`src/rtl/irq_ctrl_pkg.sv`:
```
// irq_ctrl shared definitions:
// FSM state encoding and register addresses.
package irq_ctrl_pkg;

  typedef enum logic [1:0] {
    ST_IDLE    = 2'd0,
    ST_REQ     = 2'd1,
    ST_SERVICE = 2'd2
  } irq_state_e;

  localparam logic [1:0] IRQ_MASK = 2'd0;
  localparam logic [1:0] IRQ_MODE = 2'd1;
  localparam logic [1:0] IRQ_PEND = 2'd2;
  localparam logic [1:0] IRQ_STAT = 2'd3;

endpackage

```
`src/rtl/irq_prio_enc.sv`:
```
// Lowest-index priority encoder.
// i_req: request vector; o_valid: any set; o_code: index+1.
module irq_prio_enc #(
  parameter int NUM_IRQ = 8,
  parameter int GNT_W   = 5
) (
  input  logic [NUM_IRQ-1:0] i_req,
  output logic               o_valid,
  output logic [GNT_W-1:0]   o_code
);

  // Scan high to low so the lowest set index is written last.
  always_comb begin
    o_valid = 1'b0;
    o_code  = '0;
    for (int i = NUM_IRQ - 1; i >= 0; i--) begin
      if (i_req[i]) begin
        o_valid = 1'b1;
        o_code  = GNT_W'(i + 1);
      end
    end
  end

endmodule

```
`src/rtl/irq_ctrl.sv`:
```
// Interrupt controller: mask/mode regs, edge detect, FSM.
// Ports: irq_in lines, cfg_* reg port, Ireq/Iack/Ieoi/gntInt CPU port.
module irq_ctrl
  import irq_ctrl_pkg::*;
#(
  parameter int NUM_IRQ = 8,
  parameter int GNT_W   = 5
) (
  input  logic               clk,
  input  logic               reset,
  input  logic [NUM_IRQ-1:0] irq_in,
  input  logic               cfg_we,
  input  logic [1:0]         cfg_addr,
  input  logic [31:0]        cfg_wdata,
  output logic [31:0]        cfg_rdata,
  output logic               Ireq,
  input  logic               Iack,
  input  logic               Ieoi,
  output logic [GNT_W-1:0]   gntInt
);

  logic [NUM_IRQ-1:0] r_mask;
  logic [NUM_IRQ-1:0] r_mode;
  logic [NUM_IRQ-1:0] r_irq_q;
  logic [NUM_IRQ-1:0] r_irq_qq;
  logic [NUM_IRQ-1:0] r_pend_e;
  irq_state_e         r_state;
  logic               r_ireq;
  logic [GNT_W-1:0]   r_gnt;

  logic [NUM_IRQ-1:0] w_rise;
  logic [NUM_IRQ-1:0] w_pend;
  logic [NUM_IRQ-1:0] w_elig;
  logic [NUM_IRQ-1:0] w_gnt_oh;
  logic [NUM_IRQ-1:0] w_clr;
  logic [NUM_IRQ-1:0] w_wdata;
  logic               w_wr_pend;
  logic               w_ack;
  logic               w_valid;
  logic [GNT_W-1:0]   w_code;
  logic               w_unused;

  assign w_wdata  = cfg_wdata[NUM_IRQ-1:0];
  assign w_unused = ^cfg_wdata[31:NUM_IRQ];

  // A fresh edge counts as pending in the same cycle
  // it appears, giving edge channels level latency.
  assign w_rise = r_irq_q & ~r_irq_qq & r_mode;
  assign w_pend = (r_mode & (r_pend_e | w_rise))
                | (~r_mode & r_irq_q);
  assign w_elig = w_pend & r_mask;

  assign w_gnt_oh  = NUM_IRQ'(1) << (r_gnt - GNT_W'(1));
  assign w_wr_pend = cfg_we && (cfg_addr == IRQ_PEND);
  assign w_ack     = (r_state == ST_REQ) && Iack;
  assign w_clr     = ({NUM_IRQ{w_wr_pend}} & w_wdata)
                   | ({NUM_IRQ{w_ack}} & w_gnt_oh);

  irq_prio_enc #(
    .NUM_IRQ (NUM_IRQ),
    .GNT_W   (GNT_W)
  ) u_enc (
    .i_req   (w_elig),
    .o_valid (w_valid),
    .o_code  (w_code)
  );

  always_ff @(posedge clk) begin
    if (reset) begin
      r_mask   <= '0;
      r_mode   <= '0;
      r_irq_q  <= '0;
      r_irq_qq <= '0;
      r_pend_e <= '0;
    end else begin
      r_irq_q  <= irq_in;
      r_irq_qq <= r_irq_q;
      // Set beats clear; level bits never hold state.
      r_pend_e <= ((r_pend_e & ~w_clr) | w_rise) & r_mode;
      if (cfg_we && (cfg_addr == IRQ_MASK)) r_mask <= w_wdata;
      if (cfg_we && (cfg_addr == IRQ_MODE)) r_mode <= w_wdata;
    end
  end

  always_ff @(posedge clk) begin
    if (reset) begin
      r_state <= ST_IDLE;
      r_ireq  <= 1'b0;
      r_gnt   <= '0;
    end else begin
      unique case (r_state)
        ST_IDLE: begin
          if (w_valid) begin
            r_state <= ST_REQ;
            r_ireq  <= 1'b1;
            r_gnt   <= w_code;
          end
        end
        ST_REQ: begin
          if (Iack) begin
            r_state <= ST_SERVICE;
            r_ireq  <= 1'b0;
          end else if ((w_elig & w_gnt_oh) == '0) begin
            r_state <= ST_IDLE;
            r_ireq  <= 1'b0;
            r_gnt   <= '0;
          end
        end
        ST_SERVICE: begin
          if (Ieoi) begin
            r_state <= ST_IDLE;
            r_gnt   <= '0;
          end
        end
        default: begin
          r_state <= ST_IDLE;
          r_ireq  <= 1'b0;
          r_gnt   <= '0;
        end
      endcase
    end
  end

  always_comb begin
    cfg_rdata = '0;
    case (cfg_addr)
      IRQ_MASK: cfg_rdata = 32'(r_mask);
      IRQ_MODE: cfg_rdata = 32'(r_mode);
      IRQ_PEND: cfg_rdata = 32'(w_pend);
      IRQ_STAT: cfg_rdata = 32'({r_gnt, r_state});
      default:  cfg_rdata = '0;
    endcase
  end

  assign Ireq   = r_ireq;
  assign gntInt = r_gnt;

endmodule

```
`config.mk`:
```
export PLATFORM = sky130hd
export DESIGN_NAME = irq_ctrl
export DESIGN_NICKNAME = d
export VERILOG_FILES = /design/src/rtl/irq_ctrl_pkg.sv /design/src/rtl/irq_prio_enc.sv /design/src/rtl/irq_ctrl.sv
export SDC_FILE = /design/constraint.sdc
export NUM_CORES = 1
export LEC_CHECK = 0
export CAP_MARGIN = 20
export CORE_AREA = 2 2 97 99
export DETAILED_ROUTE_END_ITERATION = 6
export DIE_AREA = 0 0 99 101
export PLACE_DENSITY = 0.53
export SYNTH_ARGS = -nofsm -noshare
export SYNTH_HDL_FRONTEND = slang
export SYNTH_SLANG_ARGS = --single-unit
```
`constraint.sdc`:
```
create_clock -name clk -period 2 [get_ports clk]
set_input_delay 0.2 -clock clk [delete_from_list [all_inputs] [get_ports clk]]
set_output_delay 0.2 -clock clk [all_outputs]
set_load 0.01 [all_outputs]
```
# After elaboration in Yosys (flattened, before gate mapping)
# Index checks and enable logic that the tools add are counted.
word_totals:
  ff_bits: 48
  word_cells: 79
classes:
  add_sub_neg: 1
  n_eq_ne: 10
  shifts: 1
  mux: 31
  n_bitwise: 18
  n_reduce_logical: 10
ops:
  columns: ["cell", "count"]
  rows:
  - ["32-bit case mux with 4 select lines", 1]
  - ["8-bit AND", 10]
  - ["4-bit two-way mux", 8]
  - ["8-bit bitwise OR", 4]
  - ["8-bit inverter", 3]
  - ["5-bit two-way mux", 4]
  - ["5-bit case mux with 3 select lines", 1]
  - ["1-bit two-way mux", 11]
  - ["8-bit logical NOT", 1]
  - ["2-bit two-way mux", 4]
  - ["1-bit by 5-bit left shift with 8-bit output, first input constant", 1]
  - ["2-bit equality test, second input constant", 3]
  - ["2-bit case mux with 3 select lines", 1]
  - ["3-bit AND reduction", 2]
  - ["5-bit by 1-bit subtractor with 5-bit output, second input constant", 1]
  - ["2-bit by 1-bit equality test with 1-bit output, second input constant", 2]
  - ["1-bit logical AND", 4]
  - ["2-bit logical NOT", 2]
  - ["2-bit by 1-bit != test with 1-bit output, second input constant", 2]
  - ["2-bit != test, second input constant", 2]
  - ["4-bit AND reduction", 1]
  - ["3-bit by 2-bit != test with 1-bit output, second input constant", 1]
  - ["1-bit case mux with 3 select lines", 1]
  - ["1-bit inverter", 1]

# Logic depth before layout (Yosys ltp)
# Gate-level depths: netlist of the first run.
depth:
  word_depth: 17
  depth_mapped: 8
  mapped_depth_nobuf: 8

# Cells and area by module
# From an unflattened synthesis of the first run, not the netlist that was laid out.
hier_totals:
  hier_cells: 307
  hier_area_um2: 2738.9
by_module_without_submodules:
  columns: ["mod", "n_inst", "cells_per_inst", "area_each_um2", "seq_area_each_um2"]
  rows:
  - ["irq_ctrl", 1, 291, 2638.8, 960.9]
  - ["irq_prio_enc", 1, 16, 100.1, 0.0]

# Worst setup path before layout of the first run
# Ideal clock, no wire load.
synth_timing:
  path_type: "flip-flop to flip-flop"
  from: "register r_gnt[0], in the netlist gntInt[0]"
  to: "register r_gnt[0], in the netlist gntInt[0]"
  setup_time_ns: 0.117
  arrival_time_ns: 1.916
  required_ns: 1.883
  path_slack_ns: -0.033
  path_stages_with_launch: 9
  period_less_slack_ns: 2.033
  path_cell_list: "dfxtp_1 -> inv_1 -> ha_1 -> nor2b_1 -> a21oi_1 -> o32ai_2 -> a31oi_1 -> a31oi_2 -> a22o_1"
synth_between:
  elab_chain_cells: 6
synth_rtl:
  columns: ["element", "line_no", "source"]
  rows:
  - ["start, declared", "irq_ctrl.sv:29", "logic [GNT_W-1:0] r_gnt;"]
  - ["start signal, assigned", "irq_ctrl.sv:96", "r_gnt <= w_code;"]
  - ["5-bit by 1-bit subtractor with 5-bit output", "irq_ctrl.sv:53", "assign w_gnt_oh = NUM_IRQ'(1) << (r_gnt - GNT_W'(1));"]
  - ["1-bit by 5-bit left shift with 8-bit output", "irq_ctrl.sv:53", null]
  - ["8-bit AND", "irq_ctrl.sv:103", "end else if ((w_elig & w_gnt_oh) == '0) begin"]
  - ["8-bit logical NOT", "irq_ctrl.sv:103", null]
  - ["2-bit by 1-bit != test with 1-bit output (no source line)", null, null]
  - ["4-bit AND reduction (no source line)", null, null]
# Every way passes these cells.
# A chain may end at the register's enable or synchronous reset.

# Final worst setup path of the first run
layout_timing:
  from: "register r_mode[3]"
  to: "output port cfg_rdata[3]"
layout_between:
  elab_chain_cells: 5
layout_rtl:
  columns: ["element", "line_no", "source"]
  rows:
  - ["start, declared", "irq_ctrl.sv:23", "logic [NUM_IRQ-1:0] r_mode;"]
  - ["start signal, assigned", "irq_ctrl.sv:81", "if (cfg_we && (cfg_addr == IRQ_MODE)) r_mode <= w_wdata;"]
  - ["8-bit AND", "irq_ctrl.sv:48", "assign w_rise = r_irq_q & ~r_irq_qq & r_mode;"]
  - ["8-bit bitwise OR", "irq_ctrl.sv:49", "assign w_pend = (r_mode & (r_pend_e | w_rise))"]
  - ["8-bit AND", "irq_ctrl.sv:49", null]
  - ["8-bit bitwise OR", "irq_ctrl.sv:50", "| (~r_mode & r_irq_q);"]
  - ["32-bit case mux with 4 select lines *", "irq_ctrl.sv:126", "case (cfg_addr)"]
  - ["end, declared", "irq_ctrl.sv:15", "output logic [31:0] cfg_rdata,"]
# Mark *: on every way between the ends. The rest lies on a longest branch, timed or not. The select of a mux whose other input is x is not followed.

==> metrics.csv, run 1 <==
metric;value;unit
cts.clk_slew.worst_paths;90;ps
route.detailed.drc;0;
ys.flop_type;dfxtp_1;
synth_area_leaders;dfxtp_1, buf_4, nor2b_1, mux4_2, nand2_1;
die_w;99;microns
first_global_vias;2176;
clock-sinks;47;
grt_max_degree;27;
avgViaCountPerCell;4.79;
core_area;8980;sq um
ir_drop;0.372;mV
antenna_found_initial;0;
worstReg2RegStart;gntInt[0];
dieArea;10000;sq um
crit_path_start;r_mode[3];
globalplace.congestion;0.956;
max_cap_violations;0;
yosysWarnings;0;
r2r_cells;8;
drive_gt1_share;18.9;%
first_iter_violations;104;
power;2060;uW
required;1800;ps
grt_pass1_wl;10600;microns
setup_viol;0;
dp.cells;453;
crit_end;cfg_rdata[3];
finalCoreUtilization;36.7;%
dpl.hpwl;5030;microns
dpl-instance-area;3160;sq um
grt.total_usage;13.2;%
multi_input_area;1500;sq um
critPathLaunchType;flop;
seq_area_frac_synth;35.8;%
final_area;3290;sq um
synth_cells;297;
hp-class;in -> reg;
status;finished, final reports clean;
synth.avg_cell_area;8.86;sq um
fill_cells;904;
leakage;0.00129;uW
instances_no_fill;461;
clkLatencyLatePin;300;ps
num_rows;35;
postRouteAntennaNets;0;
drt_pre_antenna_iters;4;
num_vias;2208;
fmax;0.521;GHz
rsz0062_at_grt;false;
wirelength;6350;microns
hold_viol_final;0;
synthMuxAreaShare;8.71;%
power_density;626;nW/um^2
yosys_register_bits;47;
criticalPathCategory;reg -> out;
tritoncts;built;
cts_root_buffer;clkbuf_8;
synth_xor_area_share;0;%
cts_buffers;5;
synth_top_family_by_area;simple AND/OR/NAND/NOR gates;
initial_core_util;29.3;%
routedWlPerCell;13.8;microns
synth_most_common_cell;dfxtp_1;
synth.cell_area;2630;sq um
pin_count;85;
final.setup_skew;5.84;ps
synthAdderAreaFrac;1.90;%
overflow;0;
hold_buffers;0;
synthSimpleGateAreaFrac;23.0;%
syn_to_final_growth;25.2;%
synth-compound-area-share;19.0;%
htree_num_levels;2;
period_needed;1920;ps
r2r_slack;110;ps
synth_edf_count;0;
clk_path_buf_depth;2;
port-buffer-count;35;
netlist.area_leader.share;35.8;%
synth.distinct_cells;52;
antenna_cells;0;
nets;400;
critPathCaptureType;primary output;
critPathMaxFanout;6;
finalSetupTns;0;ps
synth_common_cells;dfxtp_1, nand2_1, buf_4;
worstPathArrival;1720;ps
die_h;101;microns
fin_crit_sh;95.9;%
reg2reg_to;Ireq;
slew_viol_final;0;
synth_top_area_cell;dfxtp_1;
seqCellArea;952;sq um
synthArstFlopShare;0;%
## how the worst min path moves through the flow
stage | startpoint | slack (ps) | cells past startpoint | end
floorplan | irq_in[0] | 330 | 1 | r_irq_q[0]
global placement | r_irq_q[4] | 470 | 1 | r_irq_qq[4]
detailed placement | r_irq_q[6] | 470 | 1 | r_irq_qq[6]
CTS | irq_in[2] | 430 | 2 | r_irq_q[2]
global route | irq_in[0] | 450 | 2 | r_irq_q[0]
finish | irq_in[0] | 440 | 2 | r_irq_q[0]
## layer usage
layer,share of wire (%),track usage (%),up-vias,wire length [microns]
met5,0,0,-,0
met4,1.6,3.90,0,101
met3,4.0,2.64,8,257
met2,44,21.5,58,2820
met1,50,17.7,1033,3170
li1,-,-,1109,-
## cell families after synthesis
| family | after synthesis |
|---|---|
| flip-flops | 47 |
| adder cells (fa/ha/maj) | 4 |
| AND/OR/NAND/NOR | 112 |
| AO/OA/AOI/OAI | 64 |
| buffers and inverters | 54 |
| multiplexers | 15 |
| other | 1 |
## critical path, stage by stage, from the launching register on
cell and delay (ps):
dfxtp_4 380, nand2_2 70, a22o_1 170, mux4_1 530, clkdlybuf4s15_1 260
## area by class of cell
cell class                 instances  area share [%]
clock buffer                       6            2.51
clock inverter                     2            1.06
inverter                          17            1.94
multi-input combinational        220            45.6
sequential                        47            28.9
tap                              111            4.22
timing repair buffer              58            15.8
## power breakdown
| part | leakage, uW | switching (uW) | total [uW] | internal (uW) |
|---|---|---|---|---|
| combinational | 0.000840 | 166 | 332 | 167 |
| sequential | 0.000387 | 31.7 | 1000 | 968 |
| clock | 0.0000612 | 323 | 728 | 405 |
## placed cells by master (no fill, tap or decap), types with 7 or more instances in the layout
master,synthesis,final
dfxtp_1,47,40
a21oi_1,15,15
mux2i_1,9,9
a32oi_1,7,7
nor2_1,16,16
nor3b_1,8,8
conb_1,1,25
nand2_1,26,26
nand3_1,15,15
buf_4,25,22
inv_1,17,17
nor2b_1,22,20
clkdlybuf4s50_1,0,27
## metrics by stage
step	hold WS, ps	setup WS, ps
floorplan	328	23.1
global placement	468	-163
detailed placement	470	-164
CTS	435	7.48
global route	447	9.49
finish	443	81.5
## registers in the layout, summed over array words and instances (netlist names)
signal and flops:
r_irq_qq 8, gntInt 4, r_state 2, r_mode 8, r_pend_e 8, r_irq_q 8
Ireq 1, r_mask 8
## repair_timing
item | 4_1_cts | 5_1_grt
endpoints found under the hold margin | 0 | 0
resized for setup | 19 | 7
setup endpoints to repair | 8 | 9
buffers inserted | 0 | 0
pin swaps | 0 | 2
(Power assumes the default switching activity.)
==> run 2: changes to the inputs <==
==> constraint.sdc (replaced) <==
create_clock -name clk -period 1.7 [get_ports clk]
set_input_delay 0.17 -clock clk [delete_from_list [all_inputs] [get_ports clk]]
set_output_delay 0.17 -clock clk [all_outputs]
set_load 0.01 [all_outputs]
==> run 2 against run 1 <==
The run now ends with negative setup slack left. Hold slack worse by 200 ps. First-iteration DRC count is 12% lower. Combinational power is 55% higher. Clock-buffer cell count stayed put. Sequential power is 17% higher. Non-clock buffer count is 52 higher. Die area stayed put. Critical path type is now reg -> reg. Critical path depth is 4 higher. Clock skew is 0.64 ps higher.
==> metrics.csv, run 2 (same netlist as run 1, synthesis figures left out) <==
metric;value;unit
status;finished with violations;
violations;negative setup slack;
die_h;101;microns
fin_crit_sh;107;%
route.detailed.drc;0;
cts_root_buffer;clkbuf_8;
hp-class;in -> reg;
cp_common_cell;buf_4;
first_global_vias;2375;
core_area;8980;sq um
r2r_slack;-120;ps
tritoncts;built;
slowest_delay;350;ps
clkPwrFrac;29.6;%
die_w;99;microns
leakage;0.00162;uW
cts_buffers;5;
routedWlPerCell;14.7;microns
overflow;0;
num_vias;2468;
port-buffer-count;35;
power_density;604;nW/um^2
clkLatencyLatePin;310;ps
postRouteAntennaNets;0;
required;1910;ps
period_needed;1820;ps
drt_pre_antenna_iters;4;
globalplace.congestion;0.898;
avgViaCountPerCell;4.82;
dpl.hpwl;5390;microns
post-place-ws;-406;ps
ir_drop;0.295;mV
clk_path_buf_depth;2;
num_rows;35;
fin_ws;-124;ps
pin_count;85;
initial_core_util;29.3;%
dieArea;10000;sq um
fmax;0.548;GHz
wirelength;7520;microns
switching_share;28.0;%
slew_viol_final;0;
fill_cells;880;
reg2reg_to;gntInt[0];
p_int;1730;uW
criticalPathCategory;reg -> reg;
antenna_cells;0;
final.setup_skew;6.49;ps
grt_pass1_wl;11600;microns
power_switching;671;uW
clock-sinks;47;
critPathMaxFanout;4;
pwr-share-comb;21.5;%
syn_to_final_growth;51.1;%
nets;452;
crit_end;gntInt[0];
critPathLaunchType;flop;
htree_num_levels;2;
r2r_cells;8;
first_iter_violations;92;
hold_viol_final;0;
drive_gt1_share;40.6;%
pwr-share-seq;48.9;%
max_cap_violations;0;
finalCoreUtilization;44.3;%
setup_viol;13;
cp_slowest_cell;dfxtp_2;
worstPathCellList;buf_4, and3_4, a31oi_2, o22ai_1, o211ai_1, buf_4, a31oi_4, a22o_1;
finalSetupTns;-829;ps
antenna_found_initial;0;
critPathCaptureType;flop;
cts.clk_slew.worst_paths;90;ps
final_cell_mix;buf_4, dfxtp_1, conb_1, clkdlybuf4s50_1, nand2_1;
dpl-instance-area;3500;sq um
grt.total_usage;14.6;%
worstReg2RegStart;r_mode[0];
crit_path_start;r_mode[0];
rsz0062_at_grt;true;
final_common_cell;buf_4;
worstPathArrival;2040;ps
final_area;3980;sq um
grt_max_degree;33;
-- run 2: changes by cell type in the layout (fill, tap and decap cells not counted), moves of 4 or more --
cell,delta
buf_4,+44
dfxtp_4,+4
dlygate4sd2_1,-5
inv_1,-4
buf_6,+13
dfxtp_1,-9
dfxtp_2,+5
-- run 2: timing repair --
action	4_1_cts	5_1_grt
pin swaps	16	11
gates cloned	0	1
endpoints found under the setup margin	15	21
resized for setup	76	36
hold buffers	0	0
buffers inserted	4	4
endpoints found under the hold margin	0	0
-- run 2: final cells by class --
cell class              instances  area, sq um  area share, %
well taps                     111          139           3.49
repair buffers                110          977           24.6
clock inverters                 1         5.00          0.126
multi-input cells             220         1730           43.6
inverters                      17         66.3           1.67
flip-flops and latches         47          973           24.5
clock buffers                   6         82.6           2.08
-- run 2: critical path: cells and delay by family, from the launching register on --
family	cells	cell delay (ps)
compound gates	5	930
buf+inv	2	300
simple gates	1	140
flops	1	350
-- run 2: per-layer routing --
| metal | vias to the layer above | wire length (microns) | track usage (%) |
|---|---|---|---|
| met5 | - | 0 | 0 |
| met4 | 0 | 58 | 3.27 |
| met3 | 5 | 236 | 2.22 |
| met2 | 55 | 3800 | 25.8 |
| met1 | 1200 | 3430 | 18.7 |
| li1 | 1208 | - | - |
-- run 2: stage by stage --
stage	hold WS (ps)	total power [uW]	std cells
6_report	244	2400	512
5_1_grt	247	2520	512
4_1_cts	244	2370	507
3_5_place_dp	481	1640	497
3_3_place_gp	477	1640	497
2_1_floorplan	298	1460	321
-- run 2: power by group through the flow --
stage	logic, uW	clock network [uW]	registers (uW)
floorplan	260	0	1200
global placement	442	0	1190
detailed placement	445	0	1190
CTS	475	724	1170
global route	557	785	1180
finish	516	711	1170
-- run 2: worst min-delay path by stage --
stage               startpoint          to  slack, ps  cells after the start
finish                   reset   r_mask[7]        240                      2
global route             reset   r_mask[5]        250                      2
CTS                      reset   r_mask[7]        240                      2
detailed placement   r_mode[6]   r_mode[6]        480                      2
global placement     r_mode[6]   r_mode[6]        480                      2
floorplan            irq_in[0]  r_irq_q[0]        300                      1
==> RTL edit, RTL diff (config.mk and constraints of run 2) <==
`NUM_IRQ` is set to 8 in 2 places; all go to 4.
--- a/src/rtl/irq_prio_enc.sv
+++ b/src/rtl/irq_prio_enc.sv
@@ -1,7 +1,7 @@
 // Lowest-index priority encoder.
 // i_req: request vector; o_valid: any set; o_code: index+1.
 module irq_prio_enc #(
-  parameter int NUM_IRQ = 8,
+  parameter int NUM_IRQ = 4,
   parameter int GNT_W   = 5
 ) (
   input  logic [NUM_IRQ-1:0] i_req,
--- a/src/rtl/irq_ctrl.sv
+++ b/src/rtl/irq_ctrl.sv
@@ -3,7 +3,7 @@
 module irq_ctrl
   import irq_ctrl_pkg::*;
 #(
-  parameter int NUM_IRQ = 8,
+  parameter int NUM_IRQ = 4,
   parameter int GNT_W   = 5
 ) (
   input  logic               clk,
Ports: changed (resized irq_in); port bits go from 85 to 81. No check against the original RTL was run, so the function may have changed too.
==> RTL edit against run 2 <==
- sequential power is 45% lower
- largest cell class unchanged
- largest power group unchanged
- count of clock-buffer cells in the layout down 2
- highest routed layer unchanged
- cell area fell by 42%
- wire length decreased by 45%
- worst setup slack worse by 0.0099 ns
- sequential cell count is 21 lower
- synthesized area shrank 41%
- the run still ends with setup timing left
- total power down 44%
- final cell count fell by 34%
==> RTL edit: results (changes against run 2) <==
failing checks = setup timing
Clock Path Buffers = 2 (unchanged)
crit path DAT = 2.00 ns (-0.04 ns)
type of the most critical hold path = input pin to flop
routed length per instance = 12.2 um (-17%)
first-pass GRT wire length = 6.64 mm (-43%)
ys flop type = dfxtp_1
placed instance area = 2050 um2 (-42%)
library cells used by synthesis = 40 (-23%)
worst setup margin = -0.134 ns (-0.00994 ns)
Reg clk slew, reported paths = 0.09 ns (about the same)
largest net degree at the start of global routing = 24 (-27%)
FILL cells = 945 (+7.4%)
cts bufs inserted = 3 (-2)
share of layout cells above drive strength 1 = 35.8% (-4.8 points)
clk root buf = clkbuf_8
most frequent cells after synthesis = 29 x buf_4, 26 x dfxtp_1, 11 x nor2_1
PD cells = 583 nW/um2 (-3.4%)
Synth async-reset ratio = 0% (unchanged)
Warnings, synthesis = 0 (unchanged)
worst vdd ir = 0.277 mV (-5.9%)
Final Setup Violations = 10 (-3)
worst-path fanout max = 6 (+2)
final net count = 272 (-40%)
Rel. slew slack = 65.1%
LEAKAGE = 0.000943 uW (-42%)
DR iter-0 viols = 51 (-45%)
GRT Total Usage = 8.44% (-6.1 points)
H-tree levels = 1 (-1)
GP Congestion = 0.834 (-7.2%)
Clock Latency Late Sink = 0.27 ns (-0.04 ns)
Worst path max stage delay = 0.52 ns (+0.17 ns)
Crit-path slowest cell = mux4_2
drt via density = 4.09 (-15%)
count of pins over their slew limit = 0 (unchanged)
Port Buf Inserts = 23 (-34%)
antenna cells = 0 (unchanged)
Clock Skew = 0.00288 ns (-0.00361 ns)
status = complete, but fails checks
DRT Pass-1 Iters = 4 (unchanged)
antenna violations before repair = 0 (unchanged)
Detail Placement HPWL = 3.11 mm (-42%)
Min Hold Slack = 0.445 ns (+0.201 ns)
largest cells by area after synthesis = dfxtp_1 34%, buf_4 14%, mux2i_1 5.2%
post-synthesis sequential area ratio = 33.5% (-2.2 points)
final hold vios = 0 (unchanged)
-- RTL edit: changes by cell type in the layout (fill, tap and decap cells not counted), moves of 5 or more --
cell / change
a21oi_1: -10
buf_4: -37
clkdlybuf4s50_1: -7
dfxtp_1: -15
dfxtp_2: -5
inv_1: -5
nand2_1: -17
nand3_1: -11
nor2_1: -5
nor2b_1: -12
-- RTL edit: worst paths after layout --
kind                                             start  cells past startpoint                      to
worst max register to register  r_mode[3]$_SDFFE_PP0P_                      5  gntInt[0]$_SDFFE_PP0P_
worst max-delay path            r_mode[3]$_SDFFE_PP0P_                      5  gntInt[0]$_SDFFE_PP0P_
worst min-delay path                         irq_in[2]                      2   r_irq_q[2]$_SDFF_PP0_
worst min register to register   r_irq_q[0]$_SDFF_PP0_                      2  r_irq_qq[0]$_SDFF_PP0_
-- RTL edit: area by class of cell --
cell class | count | area share, %
repair buffers | 60 | 23.6
clock buffers | 4 | 2.89
flip-flops and latches | 26 | 23.7
multi-input cells | 126 | 42.0
inverters | 10 | 1.85
well taps | 111 | 6.05
-- RTL edit: logic make-up (layout without fill, tap and decap cells) --
family	Yosys count	in the layout	share of synthesized area (%)
compound gates	31	31	15.6
fa+ha+maj	2	2	1.61
buf+inv	43	74	17.9
flops	26	26	33.5
mux	13	13	12.9
other cells	1	29	0.242
simple gates	51	51	18.2
-- RTL edit: report_power, final --
group | leakage, uW | internal [uW] | total, uW | switching [uW]
Combinational | 0.000692 | 119 | 238 | 118
Clock | 0.0000339 | 256 | 460 | 204
Sequential | 0.000218 | 624 | 641 | 17.2
Total | 0.000943 | 1000 | 1340 | 339
-- RTL edit: worst max-delay path, delay by kind of cell (launching register included) --
| kind | cells | cell delay (ns) |
|---|---|---|
| AO/OA/AOI/OAI | 3 | 0.68 |
| multiplexers | 1 | 0.52 |
| flip-flops | 1 | 0.37 |
| AND/OR/NAND/NOR | 1 | 0.15 |
-- RTL edit: layer usage --
layer / up-vias / share of wire (%) / GRT usage, %
li1: 665 / - / -
met1: 653 / 44 / 10.3
met2: 51 / 49 / 14.4
met3: 11 / 4.6 / 1.60
met4: 0 / 2.7 / 3.79
met5: - / 0 / 0
-- RTL edit: repair_timing --
item / CTS / global route
resized for setup: 46 / 17
pin swaps: 12 / 9
setup endpoints to repair: 14 / 14
buffers inserted: 4 / 1
hold buffers: 0 / 0
-- RTL edit: through the flow --
stage / setup slack [ns] / TNS, ns / std cells
floorplan: -0.0663 / -0.191 / 195
global placement: -0.373 / -1.88 / 328
detailed placement: -0.346 / -2.00 / 328
CTS: -0.130 / -0.533 / 336
global route: -0.180 / -1.43 / 337
finish: -0.134 / -0.681 / 337
